$ cat config.mk
export PLATFORM = sky130hd
export DESIGN_NAME = instruction_fetch_unit_flat
export DESIGN_NICKNAME = d
export VERILOG_FILES = /design/src/rtl/instruction_fetch_unit_if.sv /design/src/rtl/instruction_fetch_unit.sv /design/src/flat_wrapper.sv
export SDC_FILE = /design/constraint.sdc
export NUM_CORES = 1
export LEC_CHECK = 0
export CORE_MARGIN = 5
export CORE_UTILIZATION = 40
export CTS_BUF_LIST = sky130_fd_sc_hd__clkbuf_2
export DETAILED_ROUTE_END_ITERATION = 10
export PLACE_DENSITY_LB_ADDON = 0.1
export SKIP_LAST_GASP = 1
export SYNTH_ARGS = -nofsm -noshare
export SYNTH_HDL_FRONTEND = slang
export SYNTH_SLANG_ARGS = --single-unit
$ cat constraint.sdc
create_clock -name clk -period 7 [get_ports clk]
set_clock_uncertainty 0.1 [all_clocks]
set_input_delay 1.75 -clock clk [delete_from_list [all_inputs] [get_ports clk]]
set_output_delay 1.75 -clock clk [all_outputs]
set_load 0.01 [all_outputs]
$ cat src/rtl/instruction_fetch_unit_if.sv
// Fetch-unit bus bundle: instruction memory read port, redirect input and decode valid/ready handshake.
// master = fetch unit side, slave = memory/decode/branch side.
interface instruction_fetch_unit_if;
    logic        readEnable;
    logic [31:0] address;
    logic [31:0] instruction;
    logic        redirectValid;
    logic [31:0] redirectPc;
    logic        instrValid;
    logic        instrReady;
    logic [31:0] instrOut;
    logic [31:0] instrPc;
    logic        instrFault;

    modport master (
        output readEnable, address, instrValid, instrOut, instrPc, instrFault,
        input  instruction, redirectValid, redirectPc, instrReady
    );

    modport slave (
        input  readEnable, address, instrValid, instrOut, instrPc, instrFault,
        output instruction, redirectValid, redirectPc, instrReady
    );
endinterface

$ cat src/rtl/instruction_fetch_unit.sv
// Instruction fetch unit: PC sequencing, 1-cycle-latency memory reads, FIFO buffering toward decode.
// Optional fetch-window check enabled by defining FETCH_RANGE_CHECK_EN.
module instruction_fetch_unit #(
    parameter logic [31:0] RESET_PC        = 32'h0100_0000,
    parameter logic [31:0] NOP_INSTRUCTION = 32'h1111_1111,
    parameter int unsigned FIFO_DEPTH      = 4,
    parameter logic [31:0] MEM_BASE        = 32'h0100_0000,
    parameter int unsigned MEM_BYTES       = 4096
) (
    input  logic                        clk,
    input  logic                        resetN,
    instruction_fetch_unit_if.master    bus
);
    localparam int unsigned PTR_W = $clog2(FIFO_DEPTH);
    localparam int unsigned CNT_W = PTR_W + 1;
    localparam int unsigned SUM_W = CNT_W + 1;

    typedef struct packed {
        logic        fault;
        logic [31:0] pc;
        logic [31:0] data;
    } entry_t;

    logic [31:0] pc_q, pc_d, addr_q, addr_d, resp_addr_q, resp_addr_d;
    logic        re_q, re_d, resp_q, resp_d;
    logic [PTR_W-1:0] rd_q, rd_d, wr_q, wr_d;
    logic [CNT_W-1:0] cnt_q, cnt_d;
    entry_t      fifo_q [FIFO_DEPTH];
    logic        valid_q, valid_d, hfault_q, hfault_d;
    logic [31:0] out_q, out_d, hpc_q, hpc_d;

    logic        push_c, pop_c, fault_c;
    logic [SUM_W-1:0] credit_c;
    logic [31:0] redir_pc_c;
    entry_t      entry_c, head_c;

`ifdef FETCH_RANGE_CHECK_EN
    // Unsigned offset wraps for addresses below the base, so one compare covers both bounds.
    logic [31:0] win_off_c;
    assign win_off_c = resp_addr_q - MEM_BASE;
    assign fault_c   = (win_off_c >= MEM_BYTES);
`else
    assign fault_c   = 1'b0;
`endif

    always_comb begin
        pop_c         = valid_q & bus.instrReady;
        push_c        = resp_q & ~bus.redirectValid;
        entry_c.fault = fault_c;
        entry_c.pc    = resp_addr_q;
        entry_c.data  = fault_c ? NOP_INSTRUCTION : bus.instruction;
        credit_c      = SUM_W'(cnt_q) + SUM_W'(resp_q) + SUM_W'(re_q);
        redir_pc_c    = bus.redirectPc & ~32'd3;

        pc_d        = pc_q;
        re_d        = 1'b0;
        addr_d      = addr_q;
        resp_d      = re_q;
        resp_addr_d = addr_q;
        rd_d        = rd_q;
        wr_d        = wr_q;
        cnt_d       = cnt_q;

        if (bus.redirectValid) begin
            // Flush and issue the redirect target immediately; in-flight response is dropped.
            re_d   = 1'b1;
            addr_d = redir_pc_c;
            pc_d   = redir_pc_c + 32'd4;
            resp_d = 1'b0;
            rd_d   = '0;
            wr_d   = '0;
            cnt_d  = '0;
        end else begin
            if (credit_c < SUM_W'(FIFO_DEPTH)) begin
                re_d   = 1'b1;
                addr_d = pc_q;
                pc_d   = pc_q + 32'd4;
            end
            rd_d  = rd_q + PTR_W'(pop_c);
            wr_d  = wr_q + PTR_W'(push_c);
            cnt_d = cnt_q + CNT_W'(push_c) - CNT_W'(pop_c);
        end

        // Bypass the entry being written when it becomes the new head.
        head_c   = (push_c && (wr_q == rd_d)) ? entry_c : fifo_q[rd_d];
        valid_d  = (cnt_d != '0);
        out_d    = NOP_INSTRUCTION;
        hpc_d    = hpc_q;
        hfault_d = 1'b0;
        if (valid_d) begin
            out_d    = head_c.data;
            hpc_d    = head_c.pc;
            hfault_d = head_c.fault;
        end
    end

    always_ff @(posedge clk or negedge resetN) begin
        if (!resetN) begin
            pc_q        <= RESET_PC;
            re_q        <= 1'b0;
            addr_q      <= '0;
            resp_q      <= 1'b0;
            resp_addr_q <= '0;
            rd_q        <= '0;
            wr_q        <= '0;
            cnt_q       <= '0;
            valid_q     <= 1'b0;
            out_q       <= NOP_INSTRUCTION;
            hpc_q       <= '0;
            hfault_q    <= 1'b0;
            for (int i = 0; i < FIFO_DEPTH; i++) fifo_q[i] <= '0;
        end else begin
            pc_q        <= pc_d;
            re_q        <= re_d;
            addr_q      <= addr_d;
            resp_q      <= resp_d;
            resp_addr_q <= resp_addr_d;
            rd_q        <= rd_d;
            wr_q        <= wr_d;
            cnt_q       <= cnt_d;
            valid_q     <= valid_d;
            out_q       <= out_d;
            hpc_q       <= hpc_d;
            hfault_q    <= hfault_d;
            if (push_c) fifo_q[wr_q] <= entry_c;
        end
    end

    assign bus.readEnable = re_q;
    assign bus.address    = addr_q;
    assign bus.instrValid = valid_q;
    assign bus.instrOut   = out_q;
    assign bus.instrPc    = hpc_q;
    assign bus.instrFault = hfault_q;

    a_no_overflow: assert property (@(posedge clk) disable iff (!resetN)
        !(push_c && (cnt_q == CNT_W'(FIFO_DEPTH))));

    a_params_ok: assert property (@(posedge clk)
        (FIFO_DEPTH >= 2) && ((FIFO_DEPTH & (FIFO_DEPTH - 1)) == 0) &&
        (MEM_BYTES != 0) && (MEM_BASE[1:0] == 2'b00));
endmodule

$ cat src/flat_wrapper.sv
// flat-port wrapper written by rule: the top's interface ports become plain ports
module instruction_fetch_unit_flat 
#(
    parameter logic [31:0] RESET_PC        = 32'h0100_0000,
    parameter logic [31:0] NOP_INSTRUCTION = 32'h1111_1111,
    parameter int unsigned FIFO_DEPTH      = 4,
    parameter logic [31:0] MEM_BASE        = 32'h0100_0000,
    parameter int unsigned MEM_BYTES       = 4096
)
  (clk, resetN, bus_readEnable, bus_address, bus_instrValid, bus_instrOut, bus_instrPc, bus_instrFault, bus_instruction, bus_redirectValid, bus_redirectPc, bus_instrReady);
  instruction_fetch_unit_if bus_i ();
  input  logic clk;
  input  logic resetN;
  output wire logic [$bits(bus_i.readEnable)-1:0] bus_readEnable;
  output wire logic [$bits(bus_i.address)-1:0] bus_address;
  output wire logic [$bits(bus_i.instrValid)-1:0] bus_instrValid;
  output wire logic [$bits(bus_i.instrOut)-1:0] bus_instrOut;
  output wire logic [$bits(bus_i.instrPc)-1:0] bus_instrPc;
  output wire logic [$bits(bus_i.instrFault)-1:0] bus_instrFault;
  input wire logic [$bits(bus_i.instruction)-1:0] bus_instruction;
  input wire logic [$bits(bus_i.redirectValid)-1:0] bus_redirectValid;
  input wire logic [$bits(bus_i.redirectPc)-1:0] bus_redirectPc;
  input wire logic [$bits(bus_i.instrReady)-1:0] bus_instrReady;
  assign bus_readEnable = bus_i.readEnable;
  assign bus_address = bus_i.address;
  assign bus_instrValid = bus_i.instrValid;
  assign bus_instrOut = bus_i.instrOut;
  assign bus_instrPc = bus_i.instrPc;
  assign bus_instrFault = bus_i.instrFault;
  assign bus_i.instruction = bus_instruction;
  assign bus_i.redirectValid = bus_redirectValid;
  assign bus_i.redirectPc = bus_redirectPc;
  assign bus_i.instrReady = bus_instrReady;
  instruction_fetch_unit #(.RESET_PC(RESET_PC), .NOP_INSTRUCTION(NOP_INSTRUCTION), .FIFO_DEPTH(FIFO_DEPTH), .MEM_BASE(MEM_BASE), .MEM_BYTES(MEM_BYTES)) u_core (.clk(clk), .resetN(resetN), .bus(bus_i));
endmodule
==> Word-level counts from Yosys, hierarchy flattened <==
Index checks and enable logic that the tools add are counted.
{ "op_classes": {"add_sub_neg": 8, "bitwise_logic": 5, "n_eq_ne": 1, "n_mux": 19, "order_cmp": 4, "n_reduce_logical": 4} }
{ "op_table": {"columns": ["cell", "n"], "rows": [
  ["bitwise mux 260 bit", 1],
  ["2-to-1 mux 65 bit", 4],
  ["2-to-1 mux 32 bit", 5],
  ["binary-select mux 65 bit (select 2 bit)", 1],
  ["demux 65 bit (select 2 bit)", 1],
  ["adder 32 x 3 -> 32 bit (second input constant)", 2],
  ["greater-or-equal comparator 3 bit (second input constant)", 2],
  ["NOT 2 -> 3 bit", 2],
  ["adder 2 x 1 -> 2 bit", 2],
  ["adder 3 x 1 -> 4 bit", 1],
  ["adder 4 x 1 -> 4 bit", 1],
  ["less-than comparator 4 x 3 -> 1 bit (second input constant)", 1],
  ["2-to-1 mux 1 bit", 4],
  ["2-to-1 mux 2 bit", 2],
  ["adder 3 x 1 -> 3 bit", 1],
  ["less-than comparator 3 x 1 -> 1 bit (second input constant)", 1],
  ["2-to-1 mux 3 bit", 1],
  ["nonzero test 3 bit", 1],
  ["subtractor 3 x 1 -> 3 bit", 1],
  ["AND 1 bit", 2],
  ["== test 2 bit", 1],
  ["logical AND 1 bit", 2],
  ["nonzero test 2 bit", 1],
  ["NOT 1 bit", 1]
]} }
{ "word_totals": {"out_inout_bits": 99, "word_cells": 65, "register_bits": 431, "in_bits": 68} }

==> Depth between registers and ports, before layout <==
{ "logic_depth": {"word_depth": 9, "ltp_mapped": 13, "mapped_depth_nobuf": 11} }

==> Worst setup path before layout <==
No wires, ideal clock.
{ "synth_timing": {"path_kind": "in2reg", "startpoint": "in bus_redirectValid", "endpoint": "reg u_core.hpc_q[10] (netlist: u_core.bus.instrPc[10])", "arrival_ns": 3.742, "t_required_ns": 6.778, "stages": 13, "setup_slack_ns": 3.035, "path_cell_list": "buf_6 nor2b_1 clkbuf_1 ha_1 inv_1 fa_1 xnor2_1 nor2_1 nor3_2 inv_1 clkbuf_1 nor2_1 a21oi_1"} }
{ "synth_via": {"elab_chain_cells": 6, "word_cells_on_any_way": 14, "cone_classes": "2 x add/sub; 1 x eq/ne; 6 x mux; 3 x bitwise; 2 x reduce/logical"} }
{ "synth_rtl": {"columns": ["element", "line_no", "rtl"], "rows": [
  ["start: declaration", "flat_wrapper.sv:21", "input wire logic [$bits(bus_i.redirectValid)-1:0] bus_redirectValid;"],
  ["NOT 1 bit", "instruction_fetch_unit.sv:48", "push_c = resp_q & ~bus.redirectValid;"],
  ["AND 1 bit", "instruction_fetch_unit.sv:48", null],
  ["adder 3 x 1 -> 3 bit", "instruction_fetch_unit.sv:81", "cnt_d = cnt_q + CNT_W'(push_c) - CNT_W'(pop_c);"],
  ["subtractor 3 x 1 -> 3 bit", "instruction_fetch_unit.sv:81", null],
  ["2-to-1 mux 3 bit *", "instruction_fetch_unit.sv:64", "if (bus.redirectValid) begin"],
  ["named net u_core.cnt_d[2]", "instruction_fetch_unit.sv:27", "logic [CNT_W-1:0] cnt_q, cnt_d;"],
  ["nonzero test 3 bit *", "instruction_fetch_unit.sv:86", "valid_d = (cnt_d != '0);"],
  ["end signal: assignment", "instruction_fetch_unit.sv:123", "hpc_q <= hpc_d;"],
  ["end: declaration", "instruction_fetch_unit.sv:30", "logic [31:0] out_q, out_d, hpc_q, hpc_d;"]
]} }
The timed path passes the listed nets; every way through them passes the cells marked *. The select of a mux whose other input is x is not followed.
A chain may end at the register's enable or synchronous reset.

==> Worst setup path in the final report <==
{ "layout_timing": {"startpoint": "in bus_instrReady", "endpoint": "reg u_core.out_q[11] (netlist: u_core.bus.instrOut[11])"} }
{ "layout_via": {"elab_chain_cells": 9, "word_cells_on_any_way": 14, "cone_classes": "2 x add/sub; 1 x eq/ne; 7 x mux; 2 x bitwise; 2 x reduce/logical"} }
{ "layout_rtl": {"columns": ["element", "line_no", "rtl"], "rows": [
  ["start: declaration", "flat_wrapper.sv:23", "input wire logic [$bits(bus_i.instrReady)-1:0] bus_instrReady;"],
  ["AND 1 bit *", "instruction_fetch_unit.sv:47", "pop_c = valid_q & bus.instrReady;"],
  ["adder 2 x 1 -> 2 bit", "instruction_fetch_unit.sv:79", "rd_d = rd_q + PTR_W'(pop_c);"],
  ["2-to-1 mux 2 bit", "instruction_fetch_unit.sv:64", null],
  ["NOT 2 -> 3 bit (implied by the code)", "instruction_fetch_unit.sv:85", "head_c = (push_c && (wr_q == rd_d)) ? entry_c : fifo_q[rd_d];"],
  ["binary-select mux 65 bit (select 2 bit)", "instruction_fetch_unit.sv:85", null],
  ["2-to-1 mux 65 bit (implied by the code) (2 in series)", "instruction_fetch_unit.sv:85", null],
  ["2-to-1 mux 65 bit", "instruction_fetch_unit.sv:85", null],
  ["2-to-1 mux 32 bit *", "instruction_fetch_unit.sv:90", "if (valid_d) begin"],
  ["named net u_core.out_d[11]", "instruction_fetch_unit.sv:30", null],
  ["end signal: assignment", "instruction_fetch_unit.sv:122", "out_q <= out_d;"],
  ["end: declaration", "instruction_fetch_unit.sv:30", null]
]} }
Marked as above.

==> flow_metrics.tcl <==
set metrics [dict create \
    status "finished clean" \
    holdBufCountCts 0 \
    cts-buffers-inserted 109 \
    grt_antenna_before_repair 2 \
    cap_violations 0 \
    synthXorXnorAreaFrac 0.0234 \
    initial_utilization 0.404 \
    period_needed_ns 4.45 \
    fmax_ghz 0.225 \
    wl_per_cell_um 18.9 \
    critical_path_required_ns 7.82 \
    post-cts-setup-buffers 0 \
    clkSlewWorstSetupHoldPaths_ns 0.10 \
    nets 1797 \
    ys.flop_type "dfrtp_1" \
    synth_top_cell_area_share 0.547 \
    finalHoldViolCount 0 \
    hpwlAfterDp_um 26300 \
    route.detailed.drc 0 \
    cp_max_fo 44 \
    worstSkewPairLatency_ns 1.03 \
    drt_wl_total_um 45700 \
    yosys-top-cells-area "dfrtp_1 55%, mux2_2 15%, nand2_1 4.8%, mux4_2 3.7%, nand3_1 3.1%" \
    port_buffers 159 \
    placed_cells_incl_taps 2212 \
    post-route-period-util 0.636 \
    synth_top_family_by_area "multiplexers" \
    yosysUniqueCellTypes 58 \
    ioPinCount 167 \
    grt_max_degree 148 \
    finalSetupViolations 0 \
    grt_first_pass_wirelength_um 74400 \
    num_rows 78 \
    grt_pass1_vias 13283 \
    core_um2 45400 \
    via_per_inst 5.14 \
    startpoint "bus_instrReady" \
    synth.cell_area_um2 18300 \
    ys_top_cells_by_count "401 x dfrtp_1, 251 x mux2_2, 234 x nand2_1, 115 x nand3_1, 110 x a21oi_1" \
    area_growth_pct 17.2 \
    worstHoldStart "u_core.bus.address[5]" \
    synth-edff-count 0 \
    power_density_nw_per_um2 391 \
    synth-simple-area-share 0.121 \
    ys_async_sr_fraction 1.00 \
    cts.sinks 410 \
    p_leak_nw 9.62 \
    cts-root-buf "clkbuf_2" \
    synth_mux_area_frac 0.218 \
    final_layout_size_suffix_gt1_frac 0.286 \
    drv_slew 0 \
    tightest_slew_ns 1.18 \
    drtIter0Drc 565 \
    cp-end-kind "flip-flop" \
    synth_compound_area_frac 0.0446 \
    dr.pass1.iters 4 \
    cts_tree "done" \
    clk_path_buf_depth 3 \
    synth.avg_cell_area_um2 12.0 \
    fin_setup_tns_ns 0 \
    netlist_instances 1533 \
    ir_worst_vdd_uv 309 \
    ys_warn_count 0 \
    ys_seq_elements 410 \
    grt_overflow_total 0 \
    r2r_start "u_core.bus.instrValid" \
    yosysSeqAreaShare 0.560 \
    crit_path_start_kind "primary input" \
    htreeDepth 3 \
    hold_class "flip-flop to flip-flop" \
    ctsResizeCount 0 \
    die_w_um 224 \
    place_congestion 0.759 \
    fin_cells 2411 \
    grt_util_all_layers 0.184 \
    yosys.area_share.adder 0.00450 \
    rsz0062_at_grt "no" \
    die-height_um 224 \
    path_class "primary input to flip-flop" \
    slew_headroom 0.213 \
    yosys.area.top_type "dfrtp_1" \
    crit_arrival_ns 5.27 \
    die_area_um2 50200 \
    synth.most_common_cell "dfrtp_1" \
    vias 12393 \
    detail-route-antenna-nets 0 \
]
critical path, cell delays in order:
cell,delay [ns]
clkdlybuf4s50_1,0.43
nand2_1,0.25
mux2i_4,0.27
buf_4,0.47
clkinv_2,0.18
xnor2_1,0.23
and3_2,1.01
buf_4,0.43
nand2_1,0.09
a21oi_1,0.14
layer usage:
metal  track usage  share of wire  vias up
met5             0              0        -
met2         0.301           0.48      230
met1         0.245           0.46     6319
met4        0.0516          0.018        0
li1              -              -     5780
met3        0.0487          0.047       64
where the power goes:
part / total [mW] / internal [mW] / leakage [nW] / switching, mW
clock: 1.70 / 0.713 / 0.780 / 0.988
combinational: 2.94 / 1.47 / 3.72 / 1.47
sequential: 3.75 / 3.22 / 5.12 / 0.531
placed cells by master, fill, tap and decap left out, types with 3 or more instances in the layout:
master | Yosys | final
and2_1 | 4 | 4
xnor2_1 | 30 | 30
mux2_2 | 251 | 251
clkinv_1 | 1 | 21
nand3_2 | 2 | 3
clkbuf_2 | 0 | 171
o21ai_0 | 26 | 26
nand4b_1 | 3 | 3
dfrtp_1 | 401 | 401
mux2i_1 | 48 | 47
xor2_1 | 19 | 19
inv_1 | 6 | 6
nand3_1 | 115 | 113
nand4_1 | 5 | 5
dfstp_2 | 9 | 9
nor3_1 | 10 | 10
buf_4 | 6 | 16
diode_2 | 0 | 3
nor2_1 | 69 | 68
conb_1 | 1 | 5
ha_1 | 5 | 5
buf_12 | 1 | 4
nor2b_1 | 6 | 6
mux4_2 | 30 | 30
clkdlybuf4s50_1 | 0 | 157
a21oi_1 | 110 | 110
nand2_1 | 234 | 234
nand3b_1 | 5 | 5
state kept, by name (all words and copies together), names as in the netlist:
signal and cells:
u_core.bus.address 30, u_core.bus.instrOut 32, u_core.bus.instrPc 30, u_core.bus.instrValid 1, u_core.bus.readEnable 1, u_core.cnt_q 3
u_core.fifo_q 248, u_core.pc_q 30, u_core.rd_q 2, u_core.resp_addr_q 30, u_core.resp_q 1, u_core.wr_q 2
through the flow:
step / total power [mW] / cell area, um2 / util / worst slack (ns) / hold WS [ns]
6_report: 8.39 / 21500 / 0.473 / 2.55 / 0.329
5_1_grt: 9.07 / 21500 / 0.473 / 2.49 / 0.338
4_1_cts: 8.56 / 21500 / 0.473 / 2.67 / 0.324
3_5_place_dp: 6.80 / 20500 / 0.451 / 1.50 / 0.300
3_3_place_gp: 6.73 / 20500 / 0.451 / 1.57 / 0.294
2_1_floorplan: 5.57 / 18400 / - / 3.04 / 0.331
kinds of logic after synthesis:
| kind of cell | Yosys count |
|---|---|
| fa+ha+maj | 6 |
| simple gates | 477 |
| buf+inv | 111 |
| flops | 410 |
| compound gates | 149 |
| xor+xnor | 49 |
| mux | 330 |
| other cells | 1 |
worst paths after layout:
path                       slack (ns)  depth (start not counted)                       to
setup reg to reg                 3.33                          9  u_core.bus.instrOut[11]
setup / recovery                 2.55                         10  u_core.bus.instrOut[11]
hold reg to reg                  0.33                          0    u_core.resp_addr_q[5]
max in group asynchronous        4.80                          2   u_core.bus.instrOut[2]
hold / removal                   0.33                          0    u_core.resp_addr_q[5]
min in group asynchronous        0.54                          1       u_core.fifo_q[152]
final cells by class:
type                       instances  area (um2)
antenna                            3        7.51
clock buffer                     171         856
clock inverter                    25         146
fill                            4326       23900
inverter                           8        32.5
multi-input combinational       1016        7630
sequential                       410       10300
tap                              600         751
timing repair buffer             178        1790
(Power assumes the default switching activity.)
